**config.mk**
```make
export PLATFORM = sky130hd
export DESIGN_NAME = key_step_ctrl_flat
export DESIGN_NICKNAME = d
export VERILOG_FILES = /design/src/rtl/key_step_ctrl_if.sv /design/src/rtl/key_step_ctrl.sv /design/src/flat_wrapper.sv
export SDC_FILE = /design/constraint.sdc
export NUM_CORES = 1
export LEC_CHECK = 0
export CAP_MARGIN = 0
export CORE_ASPECT_RATIO = 0.8
export CORE_MARGIN = 5
export CORE_UTILIZATION = 51
export DETAILED_ROUTE_END_ITERATION = 10
export HOLD_SLACK_MARGIN = 0.06
export PLACE_DENSITY = 0.71
export SKIP_LAST_GASP = 1
export SYNTH_ARGS = -nofsm -noshare
export SYNTH_HDL_FRONTEND = slang
export SYNTH_SLANG_ARGS = --single-unit
export TNS_END_PERCENT = 1
```
**constraint.sdc**
```tcl
create_clock -name CLOCK_50 -period 4.85 [get_ports CLOCK_50]
set_clock_uncertainty 0.05 [all_clocks]
set_input_delay 0.97 -clock CLOCK_50 [delete_from_list [all_inputs] [get_ports CLOCK_50]]
set_output_delay 0.97 -clock CLOCK_50 [all_outputs]
set_load 0.03 [all_outputs]
```
**src/rtl/key_step_ctrl_if.sv**
```systemverilog
// Board-side bundle for key_step_ctrl: raw pushbuttons and switch in,
// debounced levels, edge pulses and the single-step request out.
interface key_step_ctrl_if;
  logic [3:0]  KEY;
  logic        manual_sw;
  logic [3:0]  key_level;
  logic [3:0]  key_press;
  logic [3:0]  key_release;
  logic        manual_mode;
  logic        step_pulse;
  logic [15:0] step_count;

  modport master (
    output KEY, manual_sw,
    input  key_level, key_press, key_release, manual_mode, step_pulse, step_count
  );

  modport slave (
    input  KEY, manual_sw,
    output key_level, key_press, key_release, manual_mode, step_pulse, step_count
  );
endinterface

```
**src/rtl/key_step_ctrl.sv**
```systemverilog
// Four-key debouncer with press/release pulses, plus a single-step request
// on KEY[3] gated by a synchronized manual-mode switch.

module key_deb_lane #(
  parameter int DEB_CYCLES = 500000
) (
  input  logic clk,
  input  logic rst,
  input  logic key_n,
  output logic level,
  output logic press,
  output logic rls,
  output logic press_nxt
);
  localparam logic [19:0] CNT_LAST = 20'(DEB_CYCLES - 1);

  typedef enum logic [1:0] {
    RELEASED       = 2'd0,
    ARMING_PRESS   = 2'd1,
    PRESSED        = 2'd2,
    ARMING_RELEASE = 2'd3
  } state_t;

  state_t      state_q, state_d;
  logic        s1_q, s1_d, s2_q, s2_d;
  logic [19:0] cnt_q, cnt_d;
  logic        press_q, press_d, rls_q, rls_d;
  logic        hit;

  assign hit = (cnt_q == CNT_LAST);

  always_ff @(posedge clk) begin
    if (rst) begin
      state_q <= RELEASED;
      s1_q    <= 1'b0;
      s2_q    <= 1'b0;
      cnt_q   <= '0;
      press_q <= 1'b0;
      rls_q   <= 1'b0;
    end else begin
      state_q <= state_d;
      s1_q    <= s1_d;
      s2_q    <= s2_d;
      cnt_q   <= cnt_d;
      press_q <= press_d;
      rls_q   <= rls_d;
    end
  end

  // cnt runs only while the synchronized key disagrees with the accepted level
  always_comb begin
    s1_d    = ~key_n;
    s2_d    = s1_q;
    state_d = state_q;
    cnt_d   = '0;
    case (state_q)
      RELEASED: begin
        if (s2_q) begin
          state_d = ARMING_PRESS;
          cnt_d   = cnt_q + 20'd1;
        end
      end
      ARMING_PRESS: begin
        if (!s2_q)    state_d = RELEASED;
        else if (hit) state_d = PRESSED;
        else          cnt_d   = cnt_q + 20'd1;
      end
      PRESSED: begin
        if (!s2_q) begin
          state_d = ARMING_RELEASE;
          cnt_d   = cnt_q + 20'd1;
        end
      end
      ARMING_RELEASE: begin
        if (s2_q)     state_d = PRESSED;
        else if (hit) state_d = RELEASED;
        else          cnt_d   = cnt_q + 20'd1;
      end
      default: state_d = RELEASED;
    endcase
  end

  always_comb begin
    level     = (state_q == PRESSED) || (state_q == ARMING_RELEASE);
    press_d   = (state_q == ARMING_PRESS) && s2_q && hit;
    rls_d     = (state_q == ARMING_RELEASE) && !s2_q && hit;
    press     = press_q;
    rls       = rls_q;
    press_nxt = press_d;
  end
endmodule

module key_step_ctrl #(
  parameter int DEB_CYCLES = 500000
) (
  input  logic           CLOCK_50,
  input  logic           reset,
  key_step_ctrl_if.slave io
);
  localparam int NUM_LANES = 4;

  logic [NUM_LANES-1:0] level, press, rls, press_nxt;
  logic                 sw1_q, sw1_d, sw2_q, sw2_d;
  logic                 step_pulse_q, step_pulse_d;
  logic [15:0]          step_count_q, step_count_d;

  for (genvar i = 0; i < NUM_LANES; i++) begin : g_lane
    key_deb_lane #(.DEB_CYCLES(DEB_CYCLES)) u_lane (
      .clk       (CLOCK_50),
      .rst       (reset),
      .key_n     (io.KEY[i]),
      .level     (level[i]),
      .press     (press[i]),
      .rls       (rls[i]),
      .press_nxt (press_nxt[i])
    );
  end

  // step pulse is built from next-state values so it lands with key_press[3]
  always_comb begin
    sw1_d        = io.manual_sw;
    sw2_d        = sw1_q;
    step_pulse_d = press_nxt[3] & sw2_d;
    step_count_d = step_count_q + 16'(step_pulse_d);
  end

  always_ff @(posedge CLOCK_50) begin
    if (reset) begin
      sw1_q        <= 1'b0;
      sw2_q        <= 1'b0;
      step_pulse_q <= 1'b0;
      step_count_q <= '0;
    end else begin
      sw1_q        <= sw1_d;
      sw2_q        <= sw2_d;
      step_pulse_q <= step_pulse_d;
      step_count_q <= step_count_d;
    end
  end

  assign io.key_level   = level;
  assign io.key_press   = press;
  assign io.key_release = rls;
  assign io.manual_mode = sw2_q;
  assign io.step_pulse  = step_pulse_q;
  assign io.step_count  = step_count_q;
endmodule

```
**src/flat_wrapper.sv**
```systemverilog
// flat-port wrapper written by rule: the top's interface ports become plain ports
module key_step_ctrl_flat 
#(
  parameter int DEB_CYCLES = 500000
)
  (CLOCK_50, reset, io_KEY, io_manual_sw, io_key_level, io_key_press, io_key_release, io_manual_mode, io_step_pulse, io_step_count);
  key_step_ctrl_if io_i ();
  input  logic CLOCK_50;
  input  logic reset;
  input wire logic [$bits(io_i.KEY)-1:0] io_KEY;
  input wire logic [$bits(io_i.manual_sw)-1:0] io_manual_sw;
  output wire logic [$bits(io_i.key_level)-1:0] io_key_level;
  output wire logic [$bits(io_i.key_press)-1:0] io_key_press;
  output wire logic [$bits(io_i.key_release)-1:0] io_key_release;
  output wire logic [$bits(io_i.manual_mode)-1:0] io_manual_mode;
  output wire logic [$bits(io_i.step_pulse)-1:0] io_step_pulse;
  output wire logic [$bits(io_i.step_count)-1:0] io_step_count;
  assign io_i.KEY = io_KEY;
  assign io_i.manual_sw = io_manual_sw;
  assign io_key_level = io_i.key_level;
  assign io_key_press = io_i.key_press;
  assign io_key_release = io_i.key_release;
  assign io_manual_mode = io_i.manual_mode;
  assign io_step_pulse = io_i.step_pulse;
  assign io_step_count = io_i.step_count;
  key_step_ctrl #(.DEB_CYCLES(DEB_CYCLES)) u_core (.CLOCK_50(CLOCK_50), .reset(reset), .io(io_i));
endmodule
```
==> results.json <==
{
  "status": "finished clean",
  "synth_area_leader_cell": "dfxtp_1",
  "cts_setup_buffers": 0,
  "power.leakage_uw": 0.001951,
  "whs_path_depth": 1,
  "grt_pass1_wl_um": 17920,
  "r2r_setup_slack_ps": 1420,
  "gp_congestion": 0.8284,
  "cts-root-buf": "clkbuf_16",
  "ioPinCount": 37,
  "initial_utilization_pct": 51.59,
  "holdPathEnd": "u_core.g_lane[0].u_lane.s2_q",
  "finalInstanceArea_mm2": 0.006230,
  "setup_viol": 0,
  "post_cts_resized": 0,
  "synthDistinctLibCells": 42,
  "numCtsBuffers": 17,
  "dr.pass1.iters": 4,
  "cp_data_arrival_time_ps": 3670,
  "drv_cap": 0,
  "ys_warn_count": 0,
  "path_clk_slew_ps": 50,
  "hold_path_startpoint": "u_core.g_lane[0].u_lane.s1_q",
  "synth_area_leaders": "dfxtp_1, nor2_1, xnor2_1",
  "yosysTopAreaCellShare_pct": 46.99,
  "syn_area_mm2": 0.005240,
  "powerDensity_mw_per_mm2": 370.2,
  "reg2reg_depth": 8,
  "core_area_mm2": 0.01016,
  "whs_ps": 386.8,
  "yosysSeqAreaShare_pct": 46.99,
  "crit_path_max_fanout": 6,
  "worstSetupEndpointType": "flip-flop",
  "cts-htree-levels": 4,
  "placed_cell_area_mm2": 0.005633,
  "synth_seq_cells": 123,
  "worstReg2RegStart": "u_core.g_lane[3].u_lane.cnt_q[12]",
  "worst_pin_slew_ps": 697.2,
  "fp.dieW_um": 123.3,
  "wl_met3_um": 335,
  "vias_per_cell": 5.427,
  "timing.rr.end": "u_core.io.step_count[13]",
  "setup_slack_ps": 1423,
  "crit_type": "reg -> reg",
  "nets": 632,
  "die-area_mm2": 0.01241,
  "rsz0062_at_grt": "no",
  "m1WireLength_um": 5351,
  "async_reset_ff_share_pct": 0,
  "synth_common_cells": "dfxtp_1, nor2_1, a21oi_1, nand2_1, xnor2_1",
  "fin_crit_ps": 3427,
  "routedWlPerCell_um": 13.81,
  "cp.required_ps": 5090,
  "top_layer_used": "met4",
  "area_growth_pct": 18.89,
  "cts_tree": "built",
  "synth.net_count": 606,
  "wirelength_um": 10660,
  "synth-edff-count": 0,
  "cts_sinks": 123,
  "fin_crit_sh_pct": 70.66,
  "antenna_found_initial": 0,
  "track_usage_pct": 18.12,
  "ant_nets": 0,
  "grt_pass1_vias": 3911,
  "power_uw": 2306,
  "io_buffers": 36,
  "die_h_um": 100.7,
  "max_freq_ghz": 0.2918,
  "pre_cts_slack_ps": 1429,
  "first_iter_violations": 237,
  "cts-hold-fix-buffers": 0,
  "avgSynthCellArea_um2": 8.836,
  "vias": 4190,
  "synth_flop_cell": "dfxtp_1",
  "yosysMostFrequentCell": "dfxtp_1",
  "drc_errors": 0,
  "drive_gt1_share_pct": 6.962,
  "synthCells": 593,
  "clock_latency_ps": 410,
  "peakVddDrop_v": 0.0002206,
  "finalHoldViolations": 0,
  "grt_overflow": 0,
  "start_kind": "flip-flop",
  "grt_max_degree": 28,
  "slew_viol_final": 0,
  "setup_tns_ps": 0,
  "maxSlewHeadroom_pct": 53.09,
  "diodes": 0,
  "min_path_type": "reg -> reg",
  "wl_met2_um": 4881,
  "dp_hpwl_um": 7136,
  "num_rows": 33,
  "cts_buffer_depth": 2
}
## report_power, final
part           leakage [uW]  internal (uW)  total (uW)  switching (uW)
Sequential         0.000993           1020        1020            3.06
Combinational      0.000660           10.5        26.6            16.1
Clock              0.000298            844        1260             415
Total               0.00195           1870        2310             435
## cell families (layout without fill, tap and decap cells)
group,after synthesis,count (layout),synth area share (%)
compound gates,66,66,7.235
xor+xnor,61,61,10.20
fa+ha+maj,6,6,1.433
buf+inv,55,94,4.847
flops,123,123,46.99
mux,1,1,0.2149
simple gates,281,281,29.08
## per-layer routing
| layer | GRT usage (%) | up-vias |
|---|---|---|
| met2 | 28.24 | 66 |
| li1 | - | 2124 |
| met4 | 6.553 | 0 |
| met3 | 5.163 | 8 |
| met1 | 24.03 | 1992 |
| met5 | 0 | - |
## per-stage QoR
step | std cells | util [%]
final | 772 | 61.33
after global placement | 740 | 55.46
after detailed placement | 740 | 55.46
after floorplan | 593 | -
after global routing | 772 | 61.33
after CTS | 772 | 61.33
## layout by cell type (no fill, tap or decap), types with 3 or more instances in the layout
master,netlist,routed
a21oi_1,31,31
a31o_2,3,3
and3_1,4,4
and4_1,7,7
buf_4,12,5
bufinv_16,0,3
clkbuf_1,20,4
clkbuf_16,0,17
clkbuf_8,0,3
clkdlybuf4s50_1,0,35
clkinv_2,0,5
dfxtp_1,123,123
ha_1,6,6
inv_1,20,20
nand2_1,31,31
nand2b_1,6,6
nand3_1,29,29
nand4_1,27,27
nor2_1,79,79
nor2b_1,9,9
nor3_1,15,15
nor4_1,15,15
nor4b_1,8,8
o21ai_0,12,12
o21ai_1,6,6
o31ai_1,12,12
or2_1,4,4
or3_1,17,17
or4_1,14,14
xnor2_1,31,31
xor2_1,30,30
## worst max-delay path: stages (launching register included)
cell and delay [ps]:
dfxtp_1 350, or4b_1 560, or4_4 560, nor3_1 240, ha_1 220, nand3_1 200
nor4_1 650, nand4_1 180, mux2_2 300
## sequential cells by signal (all words and copies together) (netlist names), named ones only
register and flops:
u_core.g_lane.u_lane.press 4, u_core.io.manual_mode 1, u_core.g_lane.u_lane.s2_q 4, u_core.g_lane.u_lane.state_q 4, u_core.g_lane.u_lane.cnt_q 80, u_core.g_lane.u_lane.rls 4, u_core.io.step_pulse 1, u_core.io.step_count 16
u_core.g_lane.u_lane.s1_q 4, u_core.sw1_q 1
## area by class of cell
cell class	count	area, um^2
clock buffers	24	481.7
clock inverters	8	115.1
fillers	909	3928
inverters	21	78.83
multi-input cells	415	2524
flip-flops and latches	123	2462
well taps	140	175.2
repair buffers	41	392.9
## worst max path at each step
| stage | startpoint | to | slack, ps |
|---|---|---|---|
| 2_1_floorplan | u_core.g_lane[3].u_lane.cnt_q[12] | u_core.io.step_count[13] | 1800 |
| 3_5_place_dp | u_core.g_lane[3].u_lane.cnt_q[12] | u_core.io.step_count[13] | 1430 |
| 3_3_place_gp | u_core.g_lane[3].u_lane.cnt_q[12] | u_core.io.step_count[13] | 1550 |
| 4_1_cts | u_core.g_lane[3].u_lane.cnt_q[12] | u_core.io.step_count[13] | 1420 |
| 6_report | u_core.g_lane[3].u_lane.cnt_q[12] | u_core.io.step_count[13] | 1420 |
| 5_1_grt | u_core.g_lane[3].u_lane.cnt_q[12] | u_core.io.step_count[13] | 1150 |
Note: power is estimated with default switching activity, not from simulation.
==> variant 1, RTL diff (same flow settings) <==
Compare `cnt_q` against `CNT_LAST` with >= in place of ==.
--- a/src/rtl/key_step_ctrl.sv
+++ b/src/rtl/key_step_ctrl.sv
@@ -27,7 +27,7 @@
   logic        press_q, press_d, rls_q, rls_d;
   logic        hit;
 
-  assign hit = (cnt_q == CNT_LAST);
+  assign hit = (cnt_q >= CNT_LAST);
 
   always_ff @(posedge clk) begin
     if (rst) begin
Formal check against the unedited RTL: no difference found for any inputs over 4 cycles, from zero or initial values and one cycle with reset high; that may be too few to reach the edited logic, so the function may still have changed.
==> variant 1 against the unedited design <==
  * Core utilization down 0.31 points
  * Sequential cell count unchanged
  * Synthesized cell count up 4.6%
  * Setup slack improved by 260 ps
  * Cell area grew 7.5%
  * Power increased by 5.0%
  * Via count grew 11%
  * Synthesized area is 10% higher
  * Routed wire length grew 15%
  * Non-clock buffer count decreased by 3
  * Clock power rose by 6%
  * Die area rose by 9.2%
  * Critical path type unchanged
==> variant 1: results (changes against the unedited design) <==
GRT
  – First-pass GRT wire length: 20,700 um (+16%)
  – GRT Util Overall: 18.5% (+0.38 points)
  – Largest net degree at the start of global routing: 29 (+3.6%)
  – Vias in the first global route: 4,316 (+10%)
  – GR Util met2: 26.3% (-1.9 points)
  – M1 GR Usage: 26.8% (+2.8 points)
  – GR Util met3: 5.76% (+0.60 points)
  – Initial antenna violation count: 0 (unchanged)

Clock tree
  – CTS H-tree lvls: 4 (unchanged)
  – CTS resizes: 0 (unchanged)
  – Post-CTS setup buffer count: 0 (unchanged)
  – Clk buf depth: 2 (unchanged)
  – Clock Tree Root: clkbuf_16
  – Number of CTS-inserted buffers: 17 (unchanged)
  – Clk Latency, worst-skew pair: 410 ps (about the same)
  – CTS clk-pin slew, worst paths: 60 ps

Synthesis
  – Top_reg_cell synth: dfxtp_1
  – Mean Syn Cell Area: 9.31 sq um (+5.4%)
  – Largest cells by area after synthesis: dfxtp_1 (43%), xor2_1 (5.3%), a211oi_1 (4.6%)
  – Synth Warn #: 0 (unchanged)
  – Mapped Nets: 633 (+4.5%)
  – Sequential fraction of the synthesis area: 42.7% (-4.3 points)
  – Asr flop ratio synth: 0% (unchanged)
  – Synth cell count leaders: dfxtp_1 (123), nand3_1 (36), a211oi_1 (35), xor2_1 (35), nand2_1 (29)
  – Synth cell types: 52 (+24%)

Route
  – Via Count: 4,652 (+11%)
  – Drt total wl: 12,200 um (+15%)
  – Initial DRC count: 316 (+33%)
  – Drt pass-1 iters: 5 (+1)
  – Wire length per cell: 15.5 um (+12%)

Hold path
  – Hold Startpoint: u_core.g_lane[0].u_lane.s1_q$_SDFF_PP0_
  – Worst hold path class: flop to flop

Power
  – Reported leakage power: 2.11 nW (+8.2%)
  – Peak supply drop: 0.265 mV (+20%)
  – Reported net switching power: 0.472 mW (+8.7%)

Placed design
  – RePlAce Congestion: 0.804 (-2.9%)
  – DP Worst Slack: 1680 ps (+247 ps)
  – PortBufs: 36 (unchanged)
  – Dpl hpwl: 8030 um (+13%)
  – # placed instances: 756 (+2.2%)

Setup path
  – Slowest library cell on the worst path: nor4_1
  – Max incr delay on CP: 610 ps (-40 ps)
  – Crit path launch: u_core.g_lane[3].u_lane.cnt_q[14]$_SDFF_PP0_
  – Critical-path maximum fanout: 7 (+1)
  – Arrival time worst endpoint: 3410 ps (-260 ps)

Layout
  – ANT cells: 0 (unchanged)
  – Max reg flops: 80 (unchanged)
  – Share of cells above drive strength 1: 10.1% (+3.1 points)
  – Final net count: 644 (+1.9%)
  – Reg with most FFs: u_core.g_lane.u_lane.cnt_q

Status
  – Status: finished, final reports clean

STA
  – Worst-Margin Slew: 1210 ps (+516 ps)
variant 1: cell count changes in the layout (fill, tap and decap cells not counted), sizes merged, moves of 12 or more:
cell and change:
a21oi -18, a211oi +39, a221oi +13, inv -12, nor3 +25, nor2 -55
variant 1: power by group through the flow:
| stage | Clock [mW] | Sequential (mW) | Combinational (mW) |
|---|---|---|---|
| after floorplan | 0 | 1.05 | 0.0372 |
| after global placement | 0 | 1.05 | 0.0421 |
| after detailed placement | 0 | 1.05 | 0.0432 |
| after CTS | 1.36 | 1.03 | 0.0435 |
| after global routing | 1.41 | 1.04 | 0.0480 |
| final | 1.34 | 1.03 | 0.0431 |
variant 1: layout make-up:
type | instances | area, sq um
sequential | 123 | 2460
timing repair buffer | 38 | 370
tap | 144 | 180
multi-input combinational | 442 | 3020
fill | 936 | 4280
clock buffer | 25 | 495
clock inverter | 7 | 135
inverter | 9 | 33.8
variant 1: worst max-delay path: cells and delay by family (launching register included):
| family | cells | cell delay [ps] |
|---|---|---|
| AO/OA/AOI/OAI | 1 | 200 |
| adder cells (fa/ha/maj) | 1 | 160 |
| flip-flops | 1 | 330 |
| multiplexers | 1 | 290 |
| AND/OR/NAND/NOR | 6 | 2010 |
variant 1: worst paths after layout:
path,endpoint,slack (ps),cells after the start
worst max-delay path,u_core.io.step_count[13]$_SDFF_PP0_,1690,9
worst min-delay path,u_core.g_lane[0].u_lane.s2_q$_SDFF_PP0_,380,1
worst max register to register,u_core.io.step_count[13]$_SDFF_PP0_,1690,9
worst min register to register,u_core.g_lane[0].u_lane.s2_q$_SDFF_PP0_,380,1
variant 1: routing by layer:
metal,vias up,part of all wire [%]
met2,79,43
met3,17,4.1
met1,2221,52
met5,-,0
li1,2335,-
met4,0,1.1
variant 1: metrics by stage:
stage,instance area (sq um),util [%]
5_1_grt,6700,61.0
4_1_cts,6700,61.0
3_5_place_dp,6070,55.3
6_report,6700,61.0
3_3_place_gp,6070,55.3
2_1_floorplan,5770,-
variant 1: cell families (layout without fill, tap and decap cells):
group,after synthesis,in the layout,share of synthesized area (%)
compound gates,110,110,14.1
xor+xnor,57,57,8.65
flops,123,123,42.7
mux,4,4,0.737
buf+inv,55,79,5.03
simple gates,265,265,27.6
fa+ha+maj,6,6,1.30
==> variant 2, RTL diff (config.mk and constraints unchanged) <==
Made on the original files. `DEB_CYCLES` is set to 500000 in 3 places; all go to 262144.
--- a/src/rtl/key_step_ctrl.sv
+++ b/src/rtl/key_step_ctrl.sv
@@ -2,7 +2,7 @@
 // on KEY[3] gated by a synchronized manual-mode switch.
 
 module key_deb_lane #(
-  parameter int DEB_CYCLES = 500000
+  parameter int DEB_CYCLES = 262144
 ) (
   input  logic clk,
   input  logic rst,
@@ -91,7 +91,7 @@
 endmodule
 
 module key_step_ctrl #(
-  parameter int DEB_CYCLES = 500000
+  parameter int DEB_CYCLES = 262144
 ) (
   input  logic           CLOCK_50,
   input  logic           reset,
--- a/src/flat_wrapper.sv
+++ b/src/flat_wrapper.sv
@@ -1,7 +1,7 @@
 // flat-port wrapper written by rule: the top's interface ports become plain ports
 module key_step_ctrl_flat 
 #(
-  parameter int DEB_CYCLES = 500000
+  parameter int DEB_CYCLES = 262144
 )
   (CLOCK_50, reset, io_KEY, io_manual_sw, io_key_level, io_key_press, io_key_release, io_manual_mode, io_step_pulse, io_step_count);
   key_step_ctrl_if io_i ();
Check against the original RTL: no difference found for any inputs over 4 cycles, from zero or initial values and one cycle with reset high; that may be too few to reach the edited logic, so the function may still have changed.
==> variant 2 against the unedited design <==
  * First-iteration DRC count grew 4.6%
  * Sequential cell count stayed put
  * Global-route usage is 0.10 points lower
  * Cell area down 1.8%
  * Core utilization increased by 1.3 points
  * Combinational power is 3% lower
  * Power is 1.6% lower
  * Via count decreased by 4.3%
  * Synthesized area decreased by 1.3%
  * Routed wire length fell by 4.2%
  * Setup slack improved by 390 ps
  * Sequential power barely moved
  * Fmax grew 13%
==> variant 2: results (changes against the unedited design) <==
Route
  – Via Count: 4,011 (-4.3%)
  – Drt pass-1 iters: 4 (unchanged)
  – Via/cell ratio: 5.27 (-2.9%)
  – Initial DRC count: 248 (+4.6%)
  – Drt total wl: 10,200 um (-4.2%)

Layout
  – ANT cells: 0 (unchanged)
  – Max reg flops: 80 (unchanged)
  – Share of cells above drive strength 1: 7.04% (+0.078 points)
  – Reg with most FFs: u_core.g_lane.u_lane.cnt_q
  – Final Instance Area: 6120 sq um (-1.8%)
  – Final net count: 626 (-0.95%)

Placed design
  – DP Worst Slack: 1810 ps (+378 ps)
  – # placed instances: 729 (-1.5%)
  – RePlAce Congestion: 0.817 (-1.4%)
  – PortBufs: 36 (unchanged)
  – Dpl cell area: 5540 sq um (-1.6%)
  – Dpl hpwl: 7010 um (-1.7%)

Synthesis
  – Top_reg_cell synth: dfxtp_1
  – Synth Warn #: 0 (unchanged)
  – Sequential fraction of the synthesis area: 47.6% (+0.60 points)
  – Mean Syn Cell Area: 8.81 sq um (-0.26%)
  – Synth cell types: 39 (-7.1%)
  – Mapped Nets: 601 (-0.83%)
  – Largest cells by area after synthesis: dfxtp_1 (48%), xnor2_1 (8.3%), nor2_1 (6.2%)
  – Synth cell count leaders: dfxtp_1 (123), nor2_1 (85), xnor2_1 (49)
  – Asr flop ratio synth: 0% (unchanged)

GRT
  – Largest net degree at the start of global routing: 45 (+61%)
  – Initial antenna violation count: 0 (unchanged)
  – Vias in the first global route: 3,772 (-3.6%)
  – First-pass GRT wire length: 17,500 um (-2.1%)
  – GRT Util Overall: 18.0% (-0.10 points)

Clock tree
  – Number of CTS-inserted buffers: 17 (unchanged)
  – CTS resizes: 0 (unchanged)
  – Clock Tree Root: clkbuf_16
  – Post-CTS setup buffer count: 0 (unchanged)
  – CTS H-tree lvls: 4 (unchanged)
  – Clk Latency, worst-skew pair: 410 ps (about the same)
  – Clk buf depth: 2 (unchanged)
  – CTS clk-pin slew, worst paths: 50 ps (about the same)

Hold path
  – Worst hold path class: flop to flop

STA
  – Worst-Margin Slew: 900 ps (+203 ps)

Power
  – Peak supply drop: 0.233 mV (+5.7%)
  – Reported leakage power: 1.87 nW (-4.1%)

Setup path
  – Critical-path maximum fanout: 6 (unchanged)
  – Arrival time worst endpoint: 3260 ps (-410 ps)

Status
  – Status: finished, final reports clean
[variant 2: changes by cell type in the layout (fill, tap and decap cells not counted), moves of 5 or more]
cell,unedited run,this run
xnor2_1,31,49
xor2_1,30,16
clkinvlp_4,0,5
nor3_1,15,21
o31ai_1,12,6
nor2_1,79,85
o21ai_0,12,18
o21ai_1,6,0
[variant 2: per-layer routing]
| metal | vias to the layer above | routed length (um) | part of all wire, % | GRT usage [%] |
|---|---|---|---|---|
| met5 | - | 0 | 0 | 0 |
| met4 | 0 | 50 | 0.49 | 5.94 |
| met3 | 4 | 546 | 5.3 | 6.59 |
| met2 | 71 | 4400 | 43 | 25.6 |
| met1 | 1860 | 5220 | 51 | 25.3 |
| li1 | 2076 | - | - | - |
[variant 2: cell families (layout without fill, tap and decap cells)]
| family | count (synthesis) | in the layout | synth area share, % |
|---|---|---|---|
| simple gates | 275 | 275 | 27.9 |
| xor+xnor | 65 | 65 | 11.0 |
| fa+ha+maj | 7 | 7 | 1.69 |
| flops | 123 | 123 | 47.6 |
| buf+inv | 56 | 94 | 5.10 |
| compound gates | 61 | 61 | 6.75 |
[variant 2: path summary, 6_finish.rpt]
path	start	endpoint	slack (ps)	cells after the start
setup / recovery	u_core.g_lane[3].u_lane.cnt_q[9]$_SDFF_PP0_	u_core.io.step_count[14]$_SDFF_PP0_	1810	10
hold / removal	u_core.g_lane[2].u_lane.s1_q$_SDFF_PP0_	u_core.g_lane[2].u_lane.s2_q$_SDFF_PP0_	380	1
setup reg to reg	u_core.g_lane[3].u_lane.cnt_q[9]$_SDFF_PP0_	u_core.io.step_count[14]$_SDFF_PP0_	1810	10
hold reg to reg	u_core.g_lane[2].u_lane.s1_q$_SDFF_PP0_	u_core.g_lane[2].u_lane.s2_q$_SDFF_PP0_	380	1
[variant 2: report_power, final]
part	internal, mW	switching [mW]
sequential	1.02	0.00356
clock	0.777	0.446
combinational	0.00964	0.0161
[variant 2: through the flow]
step | power (mW) | utilization [%]
3_5_place_dp | 1.07 | 56.7
5_1_grt | 2.35 | 62.6
6_report | 2.27 | 62.6
4_1_cts | 2.29 | 62.6
3_3_place_gp | 1.07 | 56.7
2_1_floorplan | 1.06 | -
[variant 2: critical path: stages, from the launching register on]
cell and delay, ps:
dfxtp_1 420, nand4_2 130, or4_1 660, or2_2 390, nor2_1 180, ha_1 180, ha_1 220, nand4_1 160
nor4_1 280, xnor2_1 170, nor2_1 50
[variant 2: layout make-up]
| type | instances | area, sq um |
|---|---|---|
| flip-flops and latches | 123 | 2460 |
| repair buffers | 38 | 370 |
| inverters | 24 | 90.1 |
| well taps | 136 | 170 |
| multi-input cells | 408 | 2450 |
| clock buffers | 20 | 457 |
| clock inverters | 12 | 123 |
| fillers | 835 | 3650 |
